**config.mk**
```make
export PLATFORM = sky130hd
export DESIGN_NAME = sudoku_grid_loader
export DESIGN_NICKNAME = d
export VERILOG_FILES = /design/src/rtl/sudoku_pkg.sv /design/src/rtl/sudoku_grid_loader_rc_counter.sv /design/src/rtl/sudoku_grid_loader.sv
export SDC_FILE = /design/constraint.sdc
export NUM_CORES = 1
export LEC_CHECK = 0
export CORE_MARGIN = 4
export CORE_UTILIZATION = 50
export DETAILED_ROUTE_END_ITERATION = 10
export GPL_TIMING_DRIVEN = 0
export HOLD_SLACK_MARGIN = 0.1
export PLACE_DENSITY = 0.81
export SYNTH_ARGS = -nofsm -noshare
export SYNTH_HDL_FRONTEND = slang
export SYNTH_SLANG_ARGS = --single-unit
```
**constraint.sdc**
```tcl
create_clock -name clk -period 6 [get_ports clk]
set_clock_uncertainty 0.1 [all_clocks]
set_input_delay 1.5 -clock clk [delete_from_list [all_inputs] [get_ports clk]]
set_output_delay 1.5 -clock clk [all_outputs]
set_load 0.03 [all_outputs]
```
**src/rtl/sudoku_pkg.sv**
```systemverilog
// Shared types and constants for the sudoku loader and solver.
package sudoku_pkg;

  localparam int unsigned GRID_N    = 9;
  localparam int unsigned CELL_W    = 4;
  localparam int unsigned NUM_CELLS = GRID_N * GRID_N;
  localparam int unsigned RC_W      = 4;
  localparam int unsigned CLUE_W    = 7;

  typedef logic [CELL_W-1:0] cell_t;
  typedef cell_t [GRID_N-1:0][GRID_N-1:0] grid_t;

  typedef enum logic [1:0] {
    IDLE = 2'd0,
    LOAD = 2'd1,
    FULL = 2'd2
  } loader_state_t;

  // Digit 1..9 is a clue
  function automatic logic is_clue(input cell_t d);
    return (d != cell_t'(0)) && (d <= cell_t'(9));
  endfunction

  // Digit 10..15 is illegal
  function automatic logic is_illegal(input cell_t d);
    return d > cell_t'(9);
  endfunction

endpackage

```
**src/rtl/sudoku_grid_loader_rc_counter.sv**
```systemverilog
// Row/column write-position counter, row-major over a 9x9 grid.
module sudoku_rc_counter
  import sudoku_pkg::*;
(
  input  logic            clk,
  input  logic            rst_b,
  input  logic            inc,
  input  logic            clr,
  input  logic            sof_load,
  output logic [RC_W-1:0] row,
  output logic [RC_W-1:0] col,
  output logic            last
);

  localparam logic [RC_W-1:0] LAST_IDX = RC_W'(GRID_N - 1);

  logic [RC_W-1:0] r_row;
  logic [RC_W-1:0] r_col;
  logic            r_last;
  logic [RC_W-1:0] w_row_nxt;
  logic [RC_W-1:0] w_col_nxt;

  // Next position: clear beats a frame restart, which beats a plain advance
  always_comb begin
    w_row_nxt = r_row;
    w_col_nxt = r_col;
    if (clr) begin
      w_row_nxt = '0;
      w_col_nxt = '0;
    end else if (sof_load) begin
      w_row_nxt = '0;
      w_col_nxt = RC_W'(1);
    end else if (inc) begin
      if (r_col == LAST_IDX) begin
        w_col_nxt = '0;
        w_row_nxt = (r_row == LAST_IDX) ? '0 : r_row + RC_W'(1);
      end else begin
        w_col_nxt = r_col + RC_W'(1);
      end
    end
  end

  // Position registers; last is registered alongside the position it describes
  always_ff @(posedge clk or negedge rst_b) begin
    if (!rst_b) begin
      r_row  <= '0;
      r_col  <= '0;
      r_last <= 1'b0;
    end else begin
      r_row  <= w_row_nxt;
      r_col  <= w_col_nxt;
      r_last <= (w_row_nxt == LAST_IDX) && (w_col_nxt == LAST_IDX);
    end
  end

  assign row  = r_row;
  assign col  = r_col;
  assign last = r_last;

endmodule

```
**src/rtl/sudoku_grid_loader.sv**
```systemverilog
// Assembles a row-major cell stream into a held 9x9 grid with clue count and error flag.
module sudoku_grid_loader #(
  parameter int unsigned GRID_N = 9,
  parameter int unsigned CELL_W = 4
) (
  input  logic                                         clk,
  input  logic                                         rst_b,
  input  logic                                         cell_valid,
  input  logic [CELL_W-1:0]                            cell_data,
  input  logic                                         cell_sof,
  output logic                                         cell_ready,
  output logic [GRID_N-1:0][GRID_N-1:0][CELL_W-1:0]    grid,
  output logic                                         grid_valid,
  input  logic                                         grid_ack,
  output logic                                         grid_err,
  output logic [6:0]                                   clue_count
);

  localparam int unsigned RC_W   = sudoku_pkg::RC_W;
  localparam int unsigned CLUE_W = sudoku_pkg::CLUE_W;

  sudoku_pkg::loader_state_t r_state;
  sudoku_pkg::grid_t         r_grid;
  logic                      r_cell_ready;
  logic                      r_grid_valid;
  logic                      r_grid_err;
  logic [CLUE_W-1:0]         r_clue_count;

  logic                      w_accept;
  logic                      w_clr;
  logic                      w_frame_done;
  logic                      w_is_clue;
  logic                      w_is_illegal;
  logic [RC_W-1:0]           w_row;
  logic [RC_W-1:0]           w_col;
  logic                      w_last;
  logic [RC_W-1:0]           w_wr_row;
  logic [RC_W-1:0]           w_wr_col;
  sudoku_pkg::cell_t         w_wr_data;

  assign w_accept     = cell_valid && r_cell_ready;
  assign w_clr        = (r_state == sudoku_pkg::FULL) && grid_ack;
  assign w_frame_done = w_accept && !cell_sof && w_last;
  assign w_is_clue    = sudoku_pkg::is_clue(cell_data);
  assign w_is_illegal = sudoku_pkg::is_illegal(cell_data);
  assign w_wr_row     = cell_sof ? '0 : w_row;
  assign w_wr_col     = cell_sof ? '0 : w_col;
  assign w_wr_data    = w_is_illegal ? '0 : cell_data;

  sudoku_rc_counter u_rc (
    .clk      (clk),
    .rst_b    (rst_b),
    .inc      (w_accept && !cell_sof),
    .clr      (w_clr),
    .sof_load (w_accept && cell_sof),
    .row      (w_row),
    .col      (w_col),
    .last     (w_last)
  );

  // Frame FSM; ready is held low for the first LOAD cycle out of reset
  always_ff @(posedge clk or negedge rst_b) begin
    if (!rst_b) begin
      r_state      <= sudoku_pkg::IDLE;
      r_cell_ready <= 1'b0;
      r_grid_valid <= 1'b0;
    end else begin
      case (r_state)
        sudoku_pkg::IDLE: begin
          r_state      <= sudoku_pkg::LOAD;
          r_cell_ready <= 1'b0;
          r_grid_valid <= 1'b0;
        end
        sudoku_pkg::LOAD: begin
          if (w_frame_done) begin
            r_state      <= sudoku_pkg::FULL;
            r_cell_ready <= 1'b0;
            r_grid_valid <= 1'b1;
          end else begin
            r_cell_ready <= 1'b1;
            r_grid_valid <= 1'b0;
          end
        end
        sudoku_pkg::FULL: begin
          if (grid_ack) begin
            r_state      <= sudoku_pkg::LOAD;
            r_cell_ready <= 1'b1;
            r_grid_valid <= 1'b0;
          end
        end
        default: begin
          r_state      <= sudoku_pkg::IDLE;
          r_cell_ready <= 1'b0;
          r_grid_valid <= 1'b0;
        end
      endcase
    end
  end

  // Per-frame clue count and sticky illegal-digit flag
  always_ff @(posedge clk or negedge rst_b) begin
    if (!rst_b) begin
      r_clue_count <= '0;
      r_grid_err   <= 1'b0;
    end else if (w_clr) begin
      r_clue_count <= '0;
      r_grid_err   <= 1'b0;
    end else if (w_accept) begin
      if (cell_sof) begin
        r_clue_count <= CLUE_W'(w_is_clue);
        r_grid_err   <= w_is_illegal;
      end else begin
        r_clue_count <= r_clue_count + CLUE_W'(w_is_clue);
        r_grid_err   <= r_grid_err | w_is_illegal;
      end
    end
  end

  // Grid storage; illegal digits land as empty cells
  always_ff @(posedge clk or negedge rst_b) begin
    if (!rst_b) begin
      r_grid <= '0;
    end else if (w_accept) begin
      r_grid[w_wr_row][w_wr_col] <= w_wr_data;
    end
  end

  assign cell_ready = r_cell_ready;
  assign grid_valid = r_grid_valid;
  assign grid_err   = r_grid_err;
  assign clue_count = r_clue_count;
  assign grid       = r_grid;

endmodule

```
==> results of run 1 <==
==> per-stage QoR <==
step           area [um^2]  utilization (%)  instances  power, uW  setup slack [ps]
2_1_floorplan        13900                -        964       2960              2530
3_3_place_gp         17800             65.5       1678       3280            -11420
3_5_place_dp         17900             65.9       1682       3300               883
4_1_cts              19100             70.4       1748       5600              1440
5_1_grt              19100             70.4       1748       5760              1370
6_report             19100             70.4       1748       5560              1390
==> worst max-delay path by stage <==
stage                             to  cells past startpoint
2_1_floorplan  grid[304]$_DFFE_PN0P_                      6
3_3_place_gp   grid[104]$_DFFE_PN0P_                      1
3_5_place_dp   grid[304]$_DFFE_PN0P_                      7
4_1_cts        grid[305]$_DFFE_PN0P_                      7
5_1_grt        grid[304]$_DFFE_PN0P_                      7
6_report       grid[163]$_DFFE_PN0P_                      7
==> cell families (layout without fill, tap and decap cells) <==
logic type                 after synthesis  count (layout)  synth area share [%]
DFF                                    345             345                  62.3
muxes                                  328             328                  26.7
and+or+nand+nor                        182             182                  6.47
buffers and inverters                   59             471                  1.72
AOI/OAI and AO/OA                       38              38                  1.73
adders and majority gates               11              11                 0.993
xor gates and xnor gates                 1               1                0.0632
==> worst max-delay path: cells and delay by family <==
| kind | cells | cell delay, ps |
|---|---|---|
| buf+inv | 2 | 680 |
| mux | 1 | 400 |
| simple gates | 4 | 2310 |
==> area by class of cell <==
type / count / area [um^2] / share of cell area [%]
inverters: 9 / 33.8 / 0.177
flip-flops and latches: 345 / 8630 / 45.2
clock inverters: 6 / 97.6 / 0.511
multi-input cells: 560 / 4990 / 26.2
plain buffers: 50 / 205 / 1.08
repair buffers: 346 / 3520 / 18.5
clock buffers: 60 / 1130 / 5.94
well taps: 372 / 465 / 2.44
==> registers in the layout, indices dropped and copies added, names as in the netlist <==
register	flops
u_rc.col	4
grid_valid	1
u_rc.row	4
u_rc.last	1
cell_ready	1
grid_err	1
r_state	2
clue_count	7
grid	324
==> report_power, final <==
group          switching (uW)  total [uW]  internal [uW]
Combinational             495         780            286
Sequential               66.1        2490           2420
Clock                     914        2300           1380
Total                    1480        5560           4090
==> layout by cell type, fill, tap and decap left out, drive strengths merged, types with 2 or more instances in the layout <==
cell / netlist / final
ha: 11 / 11
clkdlybuf4s50: 0 / 341
clkbuf: 42 / 102
buf: 8 / 13
nand2: 39 / 39
dfrtp: 345 / 345
or3: 2 / 2
nor2b: 10 / 10
nor3: 9 / 9
nand3b: 3 / 3
nor4: 4 / 4
a31oi: 3 / 3
nor3b: 2 / 2
o21ai: 10 / 10
nand3: 17 / 17
mux2: 326 / 326
a21oi: 10 / 10
a211oi: 2 / 2
mux2i: 2 / 2
and3b: 4 / 4
clkinv: 0 / 3
and2: 3 / 3
bufinv: 0 / 2
nor2: 68 / 68
inv: 9 / 10
and3: 4 / 4
or4: 2 / 2
nand4: 5 / 5
nand2b: 5 / 5
==> per-layer routing <==
layer / vias to the layer above / track usage (%) / wire length, um
met1: 4858 / 32.5 / 15800
li1: 4155 / - / -
met4: 0 / 9.59 / 1480
met3: 76 / 8.46 / 3400
met2: 318 / 43.9 / 19700
met5: - / 0 / 0
==> impl_metrics.toml, run 1 <==
[floorplanning]
num_rows = 60
die_h_um = 175
die_w_um = 175
start_util_pct = 51.1
die_area_um2 = 30500
io_pins = 343
core_area_um2 = 27100

[cts]
ctsHtreeMaxLevel = 2
root_buffer = "clkbuf_16"
ctsHoldBuffers = 0
cts.sinks = 345
cts_tree = "done"
cts_max_path_buffers = 3
cts_resized = 0
clk_latency_ps = 520
numCtsBuffers = 37
cts_setup_buffers = 0
clkTransAtPathRegs_ps = 60

[critical_path]
cp-start-kind = "input pin"
r2r_end = "grid[163]$_DFFE_PN0P_"
path_class = "in -> reg"
reg2reg_depth = 6
slowest_stage = "nor3_1"
worstPathRequired_ps = 6290
critPathArrivalTime_ps = 4890
rrSetupSlack_ps = 2500
cp_max_fo = 10
crit_start = "cell_sof"
regToRegStartpoint = "u_rc.col[3]$_DFF_PN0_"
crit_chain = "clkdlybuf4s50_1 > buf_2 > or3b_2 > nor3_1 > nand2_1 > nor2_1 > mux2_2"
end_kind = "flip-flop"
critical_path.max_stage_delay_ps = 720

[power_and_ir_drop]
power_density_nw_per_um2 = 291
p_leak_uw = 0.00891
irDropWorstVdd_uv = 244

[cells_and_area]
n_fill_cell = 1867
diodes = 0
drive_above_1_share_pct = 29.0
area_growth_pct = 37.7
fin_nets = 1369

[timing]
fin_crit_ps = 4610
finalCritPeriodShare_pct = 76.8
slew_violations = 0
finalSetupViolCount = 0
rsz0062_at_grt = "no"
relSlewSlack_pct = 26.2
whs_ps = 381
tightest_slew_ps = 1100
fin_setup_tns_ps = 0
hold_violations = 0
fmax_ghz = 0.217

[route]
drt_iter0_markers = 506
drc = 0
wl_per_cell_um = 23.1
drt-pass1-iter-count = 5
ant_nets = 0
drt_wl_total_um = 40400
via_count = 9407
via_per_inst = 5.38

[logic_synthesis]
netlist_area_um2 = 13900
synthTopCellsByCount = "dfrtp_1, mux2_2, nor2_1"
yosysWarnings = 0
ys_seq_area_share_pct = 62.3
synth_area_leaders = "dfrtp_1, mux2_2, nor2_1"
synth_cell_type_count = 53
synth_cells = 964
synth_top_area_share_pct = 62.3
yosysTopAreaCell = "dfrtp_1"
synth-main-ff-cell = "dfrtp_1"
avgSynthCellArea_um2 = 14.4
synth_edf_count = 0
ys_async_sr_fraction_pct = 100
synthesis.nets = 984
ys_ff_latch = 345
synth_most_common_cell = "dfrtp_1"

[flow_run]
maxCapViolCount = 0

[hold_path]
hold_start = "clue_count[6]$_DFFE_PN0P_"
min_to = "clue_count[6]$_DFFE_PN0P_"
hold_depth = 1
hp-class = "reg -> reg"

[grt]
grt_usage_pct = 26.4
grt_overflow = 0
grt_pass1_wl_um = 62200
antenna_found_initial = 0
grt_pass1_vias = 10182
grt_max_degree = 112

[outcome]
run_status = "finished, final reports clean"

[placement]
globalplace.congestion = 0.831
portBuffers = 342
dp_hpwl_um = 28500
Note: power is estimated with default switching activity, not from simulation.
==> inputs of run 2 (changes only) <==
--- a/config.mk
+++ b/config.mk
@@ -6,11 +6,11 @@
 export NUM_CORES = 1
 export LEC_CHECK = 0
 export CORE_MARGIN = 4
-export CORE_UTILIZATION = 50
+export CORE_UTILIZATION = 45
 export DETAILED_ROUTE_END_ITERATION = 10
 export GPL_TIMING_DRIVEN = 0
 export HOLD_SLACK_MARGIN = 0.1
-export PLACE_DENSITY = 0.81
+export PLACE_DENSITY = 0.77
 export SYNTH_ARGS = -nofsm -noshare
 export SYNTH_HDL_FRONTEND = slang
 export SYNTH_SLANG_ARGS = --single-unit
==> constraint.sdc (replaced) <==
create_clock -name clk -period 3.75 [get_ports clk]
set_clock_uncertainty 0.1 [all_clocks]
set_input_delay 0.9375 -clock clk [delete_from_list [all_inputs] [get_ports clk]]
set_output_delay 0.9375 -clock clk [all_outputs]
set_load 0.03 [all_outputs]
==> run 2 against run 1 <==
Combinational power grew 60%; critical path depth unchanged; worst setup slack worse by 1300 ps; flip-flop and latch count unchanged; first-iteration DRC count down 12%; sequential share of layout area decreased by 0.27 points; final cell count grew 1.1%; total power grew 64%; largest power group unchanged; highest routed layer unchanged.
==> impl_metrics.toml, run 2 (synthesized netlist as in run 1, its figures left out) <==
[critical_path]
critPathArrivalTime_ps = 3940
crit_start = "cell_sof"
cp_max_fo = 10
end_kind = "flip-flop"
cp-start-kind = "input pin"
regToRegStartpoint = "u_rc.col[3]$_DFF_PN0_"
path_class = "in -> reg"
worstPathRequired_ps = 4050

[route]
ant_nets = 0
drt_iter0_markers = 445
drt-pass1-iter-count = 5
via_count = 9461
drt_wl_total_um = 40500
drc = 0
wl_per_cell_um = 22.9
via_per_inst = 5.35

[cts]
clkTransAtPathRegs_ps = 60
cts.sinks = 345
root_buffer = "clkbuf_16"
ctsHoldBuffers = 0
ctsHtreeMaxLevel = 2
cts_max_path_buffers = 3
cts_tree = "done"
numCtsBuffers = 38
clk_latency_ps = 510

[power_and_ir_drop]
swShare_pct = 25.9
switchingPower_uw = 2370
p_clk_share_pct = 42.8
intPower_uw = 6780
p_leak_uw = 0.00897
power_density_nw_per_um2 = 477
pwr-share-seq_pct = 43.5
irDropWorstVdd_uv = 360
combPwrFrac_pct = 13.7

[floorplanning]
start_util_pct = 46.2
die_h_um = 184
core_area_um2 = 30000
die_w_um = 184
io_pins = 343
num_rows = 63
die_area_um2 = 33700

[cells_and_area]
n_fill_cell = 2284
multi_input_area_um2 = 5000
diodes = 0
final_common_cell = "dfrtp_1"
regArea_um2 = 8630
drive_above_1_share_pct = 29.8
largest_reg_flops = 324
fin_nets = 1369
area_growth_pct = 38.5
layout_common_cells = "dfrtp_1, clkdlybuf4s50_1, mux2_2"
final_cell_area_um2 = 19200

[timing]
fin_setup_tns_ps = 0
fmax_ghz = 0.275
hold_violations = 0
finalSetupViolCount = 0
fin_crit_ps = 3640
rsz0062_at_grt = "no"
relSlewSlack_pct = 20.4
finalCritPeriodShare_pct = 97.0
tightest_slew_ps = 1180
slew_violations = 0

[grt]
grt_usage_pct = 23.7
grt_max_degree = 122
grt_pass1_wl_um = 61300
grt_overflow = 0
grt_pass1_vias = 10039
antenna_found_initial = 0

[flow_run]
maxCapViolCount = 0

[hold_path]
hold_start = "clue_count[6]$_DFFE_PN0P_"
hp-class = "reg -> reg"

[outcome]
run_status = "finished, final reports clean"

[placement]
dp_hpwl_um = 29000
postPlaceCellArea_um2 = 17800
globalplace.congestion = 0.877
portBuffers = 342
## run 2: area by class of cell
| class | count | share of cell area (%) |
|---|---|---|
| Clock inverter | 12 | 0.854 |
| Tap cell | 390 | 2.54 |
| Sequential cell | 345 | 45.0 |
| Buffer | 50 | 1.07 |
| Timing Repair Buffer | 345 | 18.2 |
| Clock buffer | 57 | 6.16 |
| Inverter | 9 | 0.176 |
| Multi-Input combinational cell | 560 | 26.0 |
## run 2: what timing repair did
item / 4_1_cts / 5_1_grt
gates resized for setup: 1 / 0
setup buffers: 0 / 0
endpoints found under the setup margin: 24 / 0
## run 2: through the flow
stage	std cells	setup WS, ps	utilization [%]	hold WS (ps)	power, uW
after floorplan	964	841	-	427	4740
after global placement	1696	-13170	59.2	379	5260
after detailed placement	1699	-886	59.4	373	5290
after CTS	1768	108	63.9	404	9240
after global routing	1768	47.4	63.9	413	9490
final	1768	113	63.9	397	9150
## run 2: per-layer routing
layer  global-route usage (%)  vias up  wire length [um]
li1                         -     4170                 -
met1                     30.6     4853             16600
met2                     37.3      342             18800
met3                     7.42       96              3300
met4                     9.71        0              1840
met5                        0        -                 0
## run 2: critical path, cell delays in order
cell and delay [ps]:
clkdlybuf4s50_1 440, buf_2 210, or3b_2 550, nor3_2 430
nand2_1 470, nor2_1 510, mux2_2 390
## run 2: path summary, 6_finish.rpt
| check | endpoint | slack, ps | cells after the start |
|---|---|---|---|
| max in group asynchronous | grid[220]$_DFFE_PN0P_ | 2040 | 2 |
| min in group asynchronous | grid[124]$_DFFE_PN0P_ | 420 | 1 |
| worst min register to register | clue_count[6]$_DFFE_PN0P_ | 400 | 1 |
| worst min-delay path | clue_count[6]$_DFFE_PN0P_ | 400 | 1 |
| worst max register to register | grid[304]$_DFFE_PN0P_ | 620 | 6 |
| worst max-delay path | grid[304]$_DFFE_PN0P_ | 110 | 7 |
## run 2: power groups by stage
stage                     sequential [uW]  combinational (uW)  clock, uW
after CTS                            3980                1250       4000
final                                3980                1250       3920
after detailed placement             4040                1250          0
after global routing                 4000                1350       4150
after global placement               4050                1210          0
after floorplan                      4260                 477          0
==> inputs of run 3 (changes only) <==
==> constraint.sdc (replaced) <==
create_clock -name clk -period 3.2 [get_ports clk]
set_clock_uncertainty 0.1 [all_clocks]
set_input_delay 0.8 -clock clk [delete_from_list [all_inputs] [get_ports clk]]
set_output_delay 0.8 -clock clk [all_outputs]
set_load 0.03 [all_outputs]
==> run 3 against run 2 <==
The flow now finishes with violations (setup timing); first-iteration DRC count is 1.8% higher; clock power is 17% higher; hold slack worse by 110 ps.
==> impl_metrics.toml, run 3 (synthesized netlist as in run 1, its figures left out) <==
[outcome]
run_status = "finished, violations left"
violations = "setup timing"

[route]
drc = 0
via_count = 9463
ant_nets = 0
via_per_inst = 5.35
drt-pass1-iter-count = 5
drt_wl_total_um = 40600
wl_per_cell_um = 23.0
drt_iter0_markers = 453

[cts]
clkTransAtPathRegs_ps = 60
ctsHtreeMaxLevel = 2
ctsHoldBuffers = 0
cts.sinks = 345
clk_latency_ps = 510
cts_tree = "done"
cts_max_path_buffers = 3
numCtsBuffers = 38
root_buffer = "clkbuf_16"

[cells_and_area]
utilization_pct = 64.1
drive_above_1_share_pct = 30.7
largest_reg_flops = 324
final_common_cell = "dfrtp_1"
fin_nets = 1371
layout_common_cells = "dfrtp_1, clkdlybuf4s50_1, mux2_2"
area_growth_pct = 38.9
diodes = 0

[grt]
grt_max_degree = 122
grt_usage_pct = 23.7
grt_pass1_wl_um = 61400
grt_overflow = 0
antenna_found_initial = 0
grt_pass1_vias = 10045

[timing]
rsz0062_at_grt = "yes"
finalCritPeriodShare_pct = 101
relSlewSlack_pct = 38.8
whs_ps = 286
fmax_ghz = 0.310
hold_violations = 0
tightest_slew_ps = 917
finalSetupViolCount = 23
slew_violations = 0
fin_crit_ps = 3230
setup_ws_ps = -27.2

[critical_path]
slowest_stage = "nor2_1"
worstPathRequired_ps = 3500
crit_top_cell = "nor2_1"
rrSetupSlack_ps = 370
cp_max_fo = 10
crit_chain = "clkdlybuf4s50_1 > buf_2 > or3_1 > nor2_1 > nand2_2 > nor2_1 > mux2_2"
end_kind = "flip-flop"
path_class = "in -> reg"
critical_path.max_stage_delay_ps = 470
crit_start = "cell_sof"
regToRegStartpoint = "u_rc.col[3]$_DFF_PN0_"
critPathArrivalTime_ps = 3530
cp-start-kind = "input pin"

[power_and_ir_drop]
p_leak_uw = 0.00898
irDropWorstVdd_uv = 422
power_density_nw_per_um2 = 558

[floorplanning]
io_pins = 343
start_util_pct = 46.2
num_rows = 63
core_area_um2 = 30000
die_w_um = 184
die_area_um2 = 33700
die_h_um = 184

[flow_run]
maxCapViolCount = 0

[placement]
dp_slack_ps = -1300
globalplace.congestion = 0.877
dp_hpwl_um = 29000
portBuffers = 342

[hold_path]
hp-class = "in -> async"
[run 3: metal layers]
layer  up-vias  track usage [%]  part of all wire [%]
met3        95             7.50                   8.0
li1       4183                -                     -
met4         0             9.65                   4.5
met1      4836             30.7                    41
met5         -                0                     0
met2       349             37.3                    46
[run 3: through the flow]
| step | cell area, um^2 | TNS, ps | cells | total power, uW |
|---|---|---|---|---|
| finish | 19300 | -291 | 1770 | 10700 |
| global route | 19300 | -2360 | 1770 | 11100 |
| CTS | 19200 | -32.6 | 1770 | 10800 |
| detailed placement | 17800 | -147950 | 1699 | 6200 |
| global placement | 17800 | -4834250 | 1696 | 6160 |
| floorplan | 13900 | 0 | 964 | 5550 |
[run 3: timing repair]
action / in CTS / in global routing
endpoints found under the hold margin: 0 / 0
setup endpoints to repair: 149 / 83
pin swaps: 1 / 0
resized for setup: 10 / 4
setup buffers: 2 / 0
[run 3: worst max-delay path: cells and delay by family]
| kind | cells | cell delay [ps] |
|---|---|---|
| and+or+nand+nor | 4 | 1670 |
| buffers and inverters | 2 | 660 |
| muxes | 1 | 380 |
[run 3: area by class of cell]
cell class | count | area (um^2)
Buffer | 50 | 205
Clock buffer | 57 | 1180
Clock inverter | 12 | 164
Fill cell | 2283 | 10800
Inverter | 9 | 33.8
Multi-Input combinational cell | 560 | 5040
Sequential cell | 345 | 8630
Tap cell | 390 | 488
Timing Repair Buffer | 347 | 3510
[run 3: final timing paths]
check	end	cells past startpoint
min in group clk	clue_count[6]$_DFFE_PN0P_	1
max reg2reg	grid[296]$_DFFE_PN0P_	6
min	grid[124]$_DFFE_PN0P_	1
max in group asynchronous	grid[220]$_DFFE_PN0P_	2
max	grid[296]$_DFFE_PN0P_	7
min reg2reg	clue_count[6]$_DFFE_PN0P_	1
[run 3: power breakdown]
group / internal, uW / switching (uW) / leakage, uW
sequential: 4540 / 125 / 0.00479
clock: 2880 / 1720 / 0.000674
combinational: 533 / 954 / 0.00352
total: 7950 / 2800 / 0.00898
